$ cat src/rtl/handshake_pkg.sv
// Shared types and constants for the constant-match handshake block.
// Optional mismatch counter is enabled with CONST_MATCH_CNT_EN.
package handshake_pkg;

    typedef enum logic [1:0] {
        OCC_EMPTY = 2'd0,
        OCC_ONE   = 2'd1,
        OCC_FULL  = 2'd2
    } occ_t;

    localparam int MISMATCH_CNT_W = 16;

    // Saturating increment used by the optional mismatch counter.
    function automatic logic [MISMATCH_CNT_W-1:0] sat_inc(input logic [MISMATCH_CNT_W-1:0] val);
        if (val == {MISMATCH_CNT_W{1'b1}}) begin
            return val;
        end
        return val + 1'b1;
    endfunction

endpackage

$ cat src/rtl/handshake_flag_fifo2.sv
// Two-entry, one-bit-wide FIFO with registered occupancy state and 1-bit ring pointers.
module handshake_flag_fifo2
    import handshake_pkg::*;
(
    input  logic clk,
    input  logic rst,
    input  logic push,
    input  logic pop,
    input  logic din,
    output logic dout,
    output logic full,
    output logic empty
);

    occ_t       state_q, state_d;
    logic       wr_ptr_q, wr_ptr_d;
    logic       rd_ptr_q, rd_ptr_d;
    logic [1:0] mem_q, mem_d;
    logic       push_ok;
    logic       pop_ok;

    assign push_ok = push && (state_q != OCC_FULL);
    assign pop_ok  = pop && (state_q != OCC_EMPTY);

    always_ff @(posedge clk or negedge rst) begin
        if (!rst) begin
            state_q  <= OCC_EMPTY;
            wr_ptr_q <= 1'b0;
            rd_ptr_q <= 1'b0;
            mem_q    <= 2'b00;
        end else begin
            state_q  <= state_d;
            wr_ptr_q <= wr_ptr_d;
            rd_ptr_q <= rd_ptr_d;
            mem_q    <= mem_d;
        end
    end

    always_comb begin
        state_d = state_q;
        case (state_q)
            OCC_EMPTY: begin
                if (push_ok) begin
                    state_d = OCC_ONE;
                end
            end
            OCC_ONE: begin
                if (push_ok && !pop_ok) begin
                    state_d = OCC_FULL;
                end else if (pop_ok && !push_ok) begin
                    state_d = OCC_EMPTY;
                end
            end
            OCC_FULL: begin
                if (pop_ok) begin
                    state_d = OCC_ONE;
                end
            end
            default: state_d = OCC_EMPTY;
        endcase
    end

    // Pointers wrap naturally 1->0 as single bits.
    always_comb begin
        mem_d    = mem_q;
        wr_ptr_d = wr_ptr_q;
        rd_ptr_d = rd_ptr_q;
        if (push_ok) begin
            mem_d[wr_ptr_q] = din;
            wr_ptr_d        = ~wr_ptr_q;
        end
        if (pop_ok) begin
            rd_ptr_d = ~rd_ptr_q;
        end
    end

    always_comb begin
        empty = (state_q == OCC_EMPTY);
        full  = (state_q == OCC_FULL);
        dout  = mem_q[rd_ptr_q] && (state_q != OCC_EMPTY);
    end

endmodule

$ cat src/rtl/handshake_const_match.sv
// Compares each accepted data token against CONST_VALUE and emits a buffered match flag.
// Define CONST_MATCH_CNT_EN to add a saturating mismatch_count output.
module handshake_const_match
    import handshake_pkg::*;
#(
    parameter int          DATA_WIDTH  = 32,
    parameter int unsigned CONST_VALUE = 1000
) (
    input  logic                  clk,
    input  logic                  rst,
    input  logic [DATA_WIDTH-1:0] ins,
    input  logic                  ins_valid,
    output logic                  ins_ready,
    output logic                  outs_valid,
    input  logic                  outs_ready,
    output logic                  outs_match
`ifdef CONST_MATCH_CNT_EN
    ,
    output logic [MISMATCH_CNT_W-1:0] mismatch_count
`endif
);

    localparam logic [DATA_WIDTH-1:0] CONST_CMP = DATA_WIDTH'(CONST_VALUE);

    logic push;
    logic pop;
    logic ins_match;
    logic fifo_full;
    logic fifo_empty;
    logic fifo_dout;

    // Handshake signals come from registered occupancy only, so no comb path crosses the block.
    assign ins_ready  = !fifo_full;
    assign outs_valid = !fifo_empty;
    assign outs_match = fifo_dout;

    assign push      = ins_valid && ins_ready;
    assign pop       = outs_valid && outs_ready;
    assign ins_match = (ins == CONST_CMP);

    handshake_flag_fifo2 u_fifo (
        .clk   (clk),
        .rst   (rst),
        .push  (push),
        .pop   (pop),
        .din   (ins_match),
        .dout  (fifo_dout),
        .full  (fifo_full),
        .empty (fifo_empty)
    );

`ifdef CONST_MATCH_CNT_EN
    logic [MISMATCH_CNT_W-1:0] mismatch_cnt_q, mismatch_cnt_d;

    always_ff @(posedge clk or negedge rst) begin
        if (!rst) begin
            mismatch_cnt_q <= '0;
        end else begin
            mismatch_cnt_q <= mismatch_cnt_d;
        end
    end

    always_comb begin
        mismatch_cnt_d = mismatch_cnt_q;
        if (push && !ins_match) begin
            mismatch_cnt_d = sat_inc(mismatch_cnt_q);
        end
    end

    assign mismatch_count = mismatch_cnt_q;
`endif

endmodule

$ cat config.mk
export PLATFORM = sky130hd
export DESIGN_NAME = handshake_const_match
export DESIGN_NICKNAME = d
export VERILOG_FILES = /design/src/rtl/handshake_pkg.sv /design/src/rtl/handshake_flag_fifo2.sv /design/src/rtl/handshake_const_match.sv
export SDC_FILE = /design/constraint.sdc
export NUM_CORES = 1
export LEC_CHECK = 0
export ABC_AREA = 1
export CORE_MARGIN = 2
export CORE_UTILIZATION = 31
export DETAILED_ROUTE_END_ITERATION = 7
export PLACE_DENSITY = 0.79
export SETUP_SLACK_MARGIN = 0.2
export SLEW_MARGIN = 20
export SYNTH_ARGS = -nofsm -noshare
export SYNTH_HDL_FRONTEND = slang
export SYNTH_SLANG_ARGS = --single-unit
$ cat constraint.sdc
create_clock -name clk -period 1.1 [get_ports clk]
set_input_delay 0.22 -clock clk [delete_from_list [all_inputs] [get_ports clk]]
set_output_delay 0.22 -clock clk [all_outputs]
set_load 0.05 [all_outputs]
==> results of run 1 <==
## worst max-delay path, cell delays in order, from the launching register on
cell and delay (ps):
dfrtp_2 420, nor2_4 160, inv_6 50, o21ai_4 60
a21oi_4 50, buf_12 150
## sequential cells by signal (all words and copies together) (netlist names)
signal,count
u_fifo.wr_ptr_q,1
u_fifo.mem_q,2
u_fifo.rd_ptr_q,1
u_fifo.state_q,2
## stage by stage
stage	worst slack [ps]	area, um2
2_1_floorplan	-97.1	515
3_3_place_gp	-148	953
3_5_place_dp	-236	953
4_1_cts	-263	1010
5_1_grt	-322	1050
6_report	-270	1050
## synth_stat cells
cell	count
inv_1	26
nand2_1	22
nor2_1	15
dfrtp_1	6
o21ai_0	3
and2_1	2
nand2_2	2
nand3_1	2
xor2_1	2
a211oi_1	1
a21oi_1	1
nor2_2	1
o21ai_1	1
## metal layers
metal  share of wire  track usage  wire length [um]  up-vias
li1                -            -                 -      335
met1            0.37        0.153               480      269
met2            0.55        0.293               725       23
met3           0.061       0.0426                80        4
met4           0.021       0.0667                27        0
met5               0            0                 0        -
## power breakdown
group          switching (W)  internal, W
Combinational       0.000553     0.000582
Sequential          0.000116     0.000300
Clock              0.0000757     0.000123
## timing repair
action	4_1_cts	5_1_grt
endpoints found under the setup margin	9	9
pin swaps	2	4
setup buffers	2	2
resized for setup	6	11
## cell usage in the layout (no fill, tap or decap), types with 2 or more instances in the layout
master           instances
and2_1                   2
buf_12                   3
buf_4                    4
clkbuf_4                 3
clkdlybuf4s50_1         35
dfrtp_1                  4
dfrtp_2                  2
inv_1                   22
inv_2                    2
nand2_1                 19
nand2_2                  2
nand2_4                  3
nand3_1                  2
nor2_1                  13
nor2_4                   2
o21ai_1                  3
## cell type report
cell class	count	area share
Clock buffer	3	0.0215
Tap cell	16	0.0191
Multi-Input combinational cell	52	0.284
Sequential cell	6	0.145
Timing Repair Buffer	43	0.430
Inverter	26	0.100
## cells by family after synthesis
logic type | Yosys count
flip-flops | 6
buffers and inverters | 26
XOR/XNOR | 2
AND/OR/NAND/NOR | 44
AO/OA/AOI/OAI | 6
## final timing paths
path	start	to	slack, ps	cells after the start
max in group asynchronous	rst	u_fifo.state_q[0]$_DFFE_PN0P_	640	1
setup / recovery	u_fifo.state_q[1]$_DFFE_PN0P_	outs_match	-270	5
setup reg to reg	u_fifo.state_q[1]$_DFFE_PN0P_	u_fifo.state_q[0]$_DFFE_PN0P_	-170	8
hold reg to reg	u_fifo.mem_q[1]$_DFFE_PN0P_	u_fifo.mem_q[1]$_DFFE_PN0P_	490	2
min in group clk	u_fifo.mem_q[1]$_DFFE_PN0P_	u_fifo.mem_q[1]$_DFFE_PN0P_	490	2
hold / removal	rst	u_fifo.mem_q[1]$_DFFE_PN0P_	220	1
==> flow_metrics.tcl, run 1 <==
set metrics [dict create \
    routed_wl_um 1310 \
    fillers 131 \
    multiInputGateArea_um2 298 \
    fin_crit_sh 1.25 \
    synthAdderAreaFrac 0 \
    cp-end-kind "output port" \
    period_needed_ps 1370 \
    ys_types 13 \
    ant_nets 0 \
    slew_headroom 0.811 \
    num_antenna_cells 0 \
    io_buffer_count 38 \
    seq_area_frac_synth 0.314 \
    hold_class "input port to async pin" \
    nNetsFinal 168 \
    synth_xor_area_frac 0.0366 \
    holdWs_ps 221 \
    rsz0062_at_grt "true" \
    fin_util 0.713 \
    grt_overflow 0 \
    grt.total_usage 0.155 \
    power.leakage_nw 0.525 \
    core_area_um2 1470 \
    finClkSkew_ps 7.68 \
    dpl.cell_count 139 \
    setup_viol_count_final 8 \
    vias 631 \
    syn-num-nets 120 \
    violations "setup timing" \
    synth.top_cell.area_share 0.314 \
    synth_simple_gate_area_frac 0.377 \
    chipWidth_um 43.3 \
    clkTransAtPathRegs_ps 50 \
    antenna_found_initial 0 \
    synth_area_um2 478 \
    clk_latency_ps 240 \
    root_buffer "clkbuf_4" \
    cp.arrival_ps 1150 \
    fp.dieArea_um2 1870 \
    status "complete, but fails checks" \
    die_y_um 43.3 \
    maxSlewViolCount 0 \
    max_slew.worst_pin.slew_ps 283 \
    max_freq_ghz 0.730 \
    holdBufCountCts 0 \
    cts.sinks 6 \
    clock_path_buffers 2 \
    drtIter0Drc 3 \
    path_class "flop to output port" \
    synth_largest_area_cell "dfrtp_1" \
    crit_fanout 2 \
    setup_tns_ps -1140 \
    yosys-top-cells-area "dfrtp_1, inv_1, nand2_1" \
    drc 0 \
    syn_to_final_growth_pct 120 \
    grt_first_pass_wirelength_um 2170 \
    row_count 14 \
    synth_top_family_by_area "simple AND/OR/NAND/NOR gates" \
    drt-vias-per-instance 4.32 \
    start_kind "flop" \
    grt_max_degree 7 \
    dp_hpwl_um 1140 \
    synth-compound-area-share 0.0681 \
    seq_area_um2 153 \
    cts_tree "built" \
    max-cap-violations 0 \
    p_total_w 0.00175 \
    synth.avg_cell_area_um2 5.69 \
    dr.pass1.iters 2 \
    vdd_drop_max_mv 0.932 \
    place_congestion 0.693 \
    htreeDepth 1 \
    syn-instance-count 84 \
    stdcell_count 146 \
    finalHoldViolCount 0 \
    synth_mux_area_frac 0 \
    first_global_vias 597 \
    initial_core_util 0.325 \
    yosys_warnings 0 \
    wl_per_cell_um 8.99 \
    powerDensity_nw_per_um2 1670 \
    cts_made_buffers 3 \
    ys_seq_elements 6 \
    io_pins 39 \
    required_ps 880 \
    setup_slack_ps -270 \
    drive_gt1_frac 0.215 \
]
No activity file was read; power rests on OpenSTA's default activity.
==> run 2, diff against run 1 <==
--- a/config.mk
+++ b/config.mk
@@ -9,9 +9,11 @@
 export CORE_MARGIN = 2
 export CORE_UTILIZATION = 31
 export DETAILED_ROUTE_END_ITERATION = 7
-export PLACE_DENSITY = 0.79
+export MAX_ROUTING_LAYER = met4
+export PLACE_DENSITY = 0.8
 export SETUP_SLACK_MARGIN = 0.2
 export SLEW_MARGIN = 20
 export SYNTH_ARGS = -nofsm -noshare
 export SYNTH_HDL_FRONTEND = slang
+export SYNTH_HIERARCHICAL = 1
 export SYNTH_SLANG_ARGS = --single-unit
==> run 2 against run 1 <==
Against the previous run: the run still ends with setup timing left; setup slack improved by 30 ps; synthesized area fell by 1.8%; design area rose by 5.0%; global-route usage rose by 2.2 points; maximum frequency rose by 2.2%; total power barely moved; cell count rose by 4.8%; sequential share of layout area fell by 0.81 points; largest power group unchanged.
==> flow_metrics.tcl, run 2 <==
set metrics [dict create \
    status "complete, but fails checks" \
    violations "setup timing" \
    syn_to_final_growth_pct 135 \
    chipWidth_um 42.9 \
    place_congestion 0.745 \
    grt_first_pass_wirelength_um 2460 \
    power.leakage_nw 0.523 \
    num_antenna_cells 0 \
    crit_path_cell_trace "inv_2, nand2_4, inv_4, clkinvlp_4, buf_12" \
    synth_xor_area_frac 0 \
    synth.avg_cell_area_um2 5.59 \
    setup_slack_ps -241 \
    synth_flop_cell "dfrtp_1" \
    setup_viol_count_final 8 \
    cts_tree "built" \
    netSwitchingFraction 0.415 \
    syn-instance-count 84 \
    antenna_found_initial 0 \
    root_buffer "clkbuf_4" \
    synth_top_family_by_area "simple AND/OR/NAND/NOR gates" \
    vdd_drop_max_mv 0.621 \
    dp_hpwl_um 1170 \
    yosys_warnings 6 \
    cts_made_buffers 3 \
    largestRegisters "u_fifo/mem_q (2), u_fifo/state_q (2)" \
    synth_mux_area_frac 0 \
    holdBufCountCts 0 \
    first_global_vias 664 \
    clock_path_buffers 2 \
    path_class "flop to output port" \
    synthAdderAreaFrac 0 \
    nNetsFinal 174 \
    power.internal_w 0.00102 \
    max_slew.worst_pin.slew_ps 258 \
    yosys-top-cells-area "dfrtp_1, nand2_1, nor2_1" \
    layout_commonest_cell "clkdlybuf4s50_1" \
    fin_crit_sh 1.22 \
    row_count 14 \
    synth_most_common_cell "nand2_1" \
    drive_gt1_frac 0.277 \
    cp-end-kind "output port" \
    routed_wl_um 1350 \
    max-cap-violations 0 \
    r2r_slack_ps -180 \
    p_clk_frac 0.123 \
    clkTransAtPathRegs_ps 50 \
    r2r-end "u_fifo/mem_q[1]$_DFFE_PN0P_" \
    vias 687 \
    p_total_w 0.00175 \
    yosys-top-cells-count "nand2_1, nor2_1, inv_1" \
    cts.sinks 6 \
    rr_startpoint "u_fifo/state_q[0]$_DFFE_PN0P_" \
    required_ps 880 \
    synth_largest_area_cell "dfrtp_1" \
    ys_seq_elements 6 \
    slowest_stage "dfrtp_1" \
    start_kind "flop" \
    rsz0062_at_grt "true" \
    synth-compound-area-share 0.0213 \
    stdcell_count 153 \
    dr.pass1.iters 2 \
    maxSlewViolCount 0 \
    fp.dieArea_um2 1840 \
    io_buffer_count 38 \
    drt-vias-per-instance 4.49 \
    drc 0 \
    clk_latency_ps 250 \
    syn-num-nets 120 \
    reg2regPathDepth 9 \
    power_switching_w 0.000727 \
    seqPwrFrac 0.219 \
    grt_overflow 0 \
    ys_types 12 \
    crit_fanout 3 \
    io_pins 39 \
    period_needed_ps 1340 \
    htreeDepth 1 \
    slew_headroom 0.827 \
    wl_per_cell_um 8.82 \
    synth_area_um2 469 \
    grt.total_usage 0.177 \
    fin_util 0.758 \
    max_freq_ghz 0.746 \
    powerDensity_nw_per_um2 1590 \
    synth-async-reset-ratio 1.00 \
    core_area_um2 1450 \
    drtIter0Drc 4 \
    synth_edf_count 0 \
    finalHoldViolCount 0 \
    seq_area_frac_synth 0.320 \
    die_y_um 42.9 \
    max_stage_delay_ps 420 \
    power_frac_comb 0.658 \
    mostFrequentLayoutCells "clkdlybuf4s50_1, nand2_1, nor2_1" \
    cp.arrival_ps 1120 \
    ant_nets 0 \
    synth_simple_gate_area_frac 0.531 \
    grt_max_degree 7 \
    dpl.cell_count 143 \
    synth.top_cell.area_share 0.320 \
    hold_class "input port to async pin" \
    finClkSkew_ps 9.86 \
    initial_core_util 0.323 \
]
## run 2: cell families (layout without fill, tap and decap cells)
| logic type | Yosys count | count (layout) |
|---|---|---|
| AOI/OAI and AO/OA | 2 | 2 |
| DFF | 6 | 6 |
| and+or+nand+nor | 60 | 60 |
| buffers and inverters | 16 | 69 |
## run 2: cell type report
type | instances | area, um2
repair buffers | 49 | 504
fillers | 122 | 352
multi-input cells | 62 | 332
flip-flops and latches | 6 | 151
inverters | 16 | 68.8
clock buffers | 4 | 26.3
well taps | 16 | 20.0
## run 2: worst max-delay path, delay by kind of cell, from the launching register on
| family | cells | cell delay [ps] |
|---|---|---|
| buffers and inverters | 4 | 390 |
| flip-flops | 1 | 420 |
| AND/OR/NAND/NOR | 1 | 60 |
## run 2: how the worst max path moves through the flow
stage,startpoint,endpoint,slack [ps]
4_1_cts,u_fifo/state_q[0]$_DFFE_PN0P_,ins_ready,-250
2_1_floorplan,u_fifo/state_q[0]$_DFFE_PN0P_,ins_ready,20
5_1_grt,u_fifo/state_q[0]$_DFFE_PN0P_,ins_ready,-300
3_5_place_dp,ins[3],u_fifo/mem_q[0]$_DFFE_PN0P_,-270
6_report,u_fifo/state_q[0]$_DFFE_PN0P_,ins_ready,-240
3_3_place_gp,ins[5],u_fifo/mem_q[0]$_DFFE_PN0P_,-220
## run 2: timing repair
item,4_1_cts,5_1_grt
endpoints found under the setup margin,9,9
buffers inserted,4,2
pin swaps,7,5
resized for setup,4,6
## run 2: routing by layer
| layer | vias to the layer above | share of wire | routed length, um | GRT usage |
|---|---|---|---|---|
| met3 | 2 | 0.12 | 164 | 0.0426 |
| met5 | - | 0 | 0 | - |
| met2 | 40 | 0.52 | 697 | 0.309 |
| li1 | 354 | - | - | - |
| met1 | 291 | 0.35 | 472 | 0.188 |
| met4 | 0 | 0.012 | 16 | 0.0750 |
## run 2: power by group through the flow
stage / clock, W / sequential, W / combinational, W
floorplan: 0 / 0.000370 / 0.000543
global placement: 0 / 0.000377 / 0.000890
detailed placement: 0 / 0.000385 / 0.000907
CTS: 0.000221 / 0.000380 / 0.00105
global route: 0.000251 / 0.000397 / 0.00125
finish: 0.000215 / 0.000384 / 0.00115
## run 2: metrics by stage
stage | TNS (ps) | hold slack (ps) | instance area, um2 | setup slack, ps
3_3_place_gp | -935 | 464 | 981 | -222
4_1_cts | -1330 | 216 | 1050 | -247
3_5_place_dp | -1080 | 467 | 981 | -272
2_1_floorplan | 0 | -75.6 | 526 | 16.3
5_1_grt | -2020 | 217 | 1100 | -305
6_report | -1400 | 207 | 1100 | -241
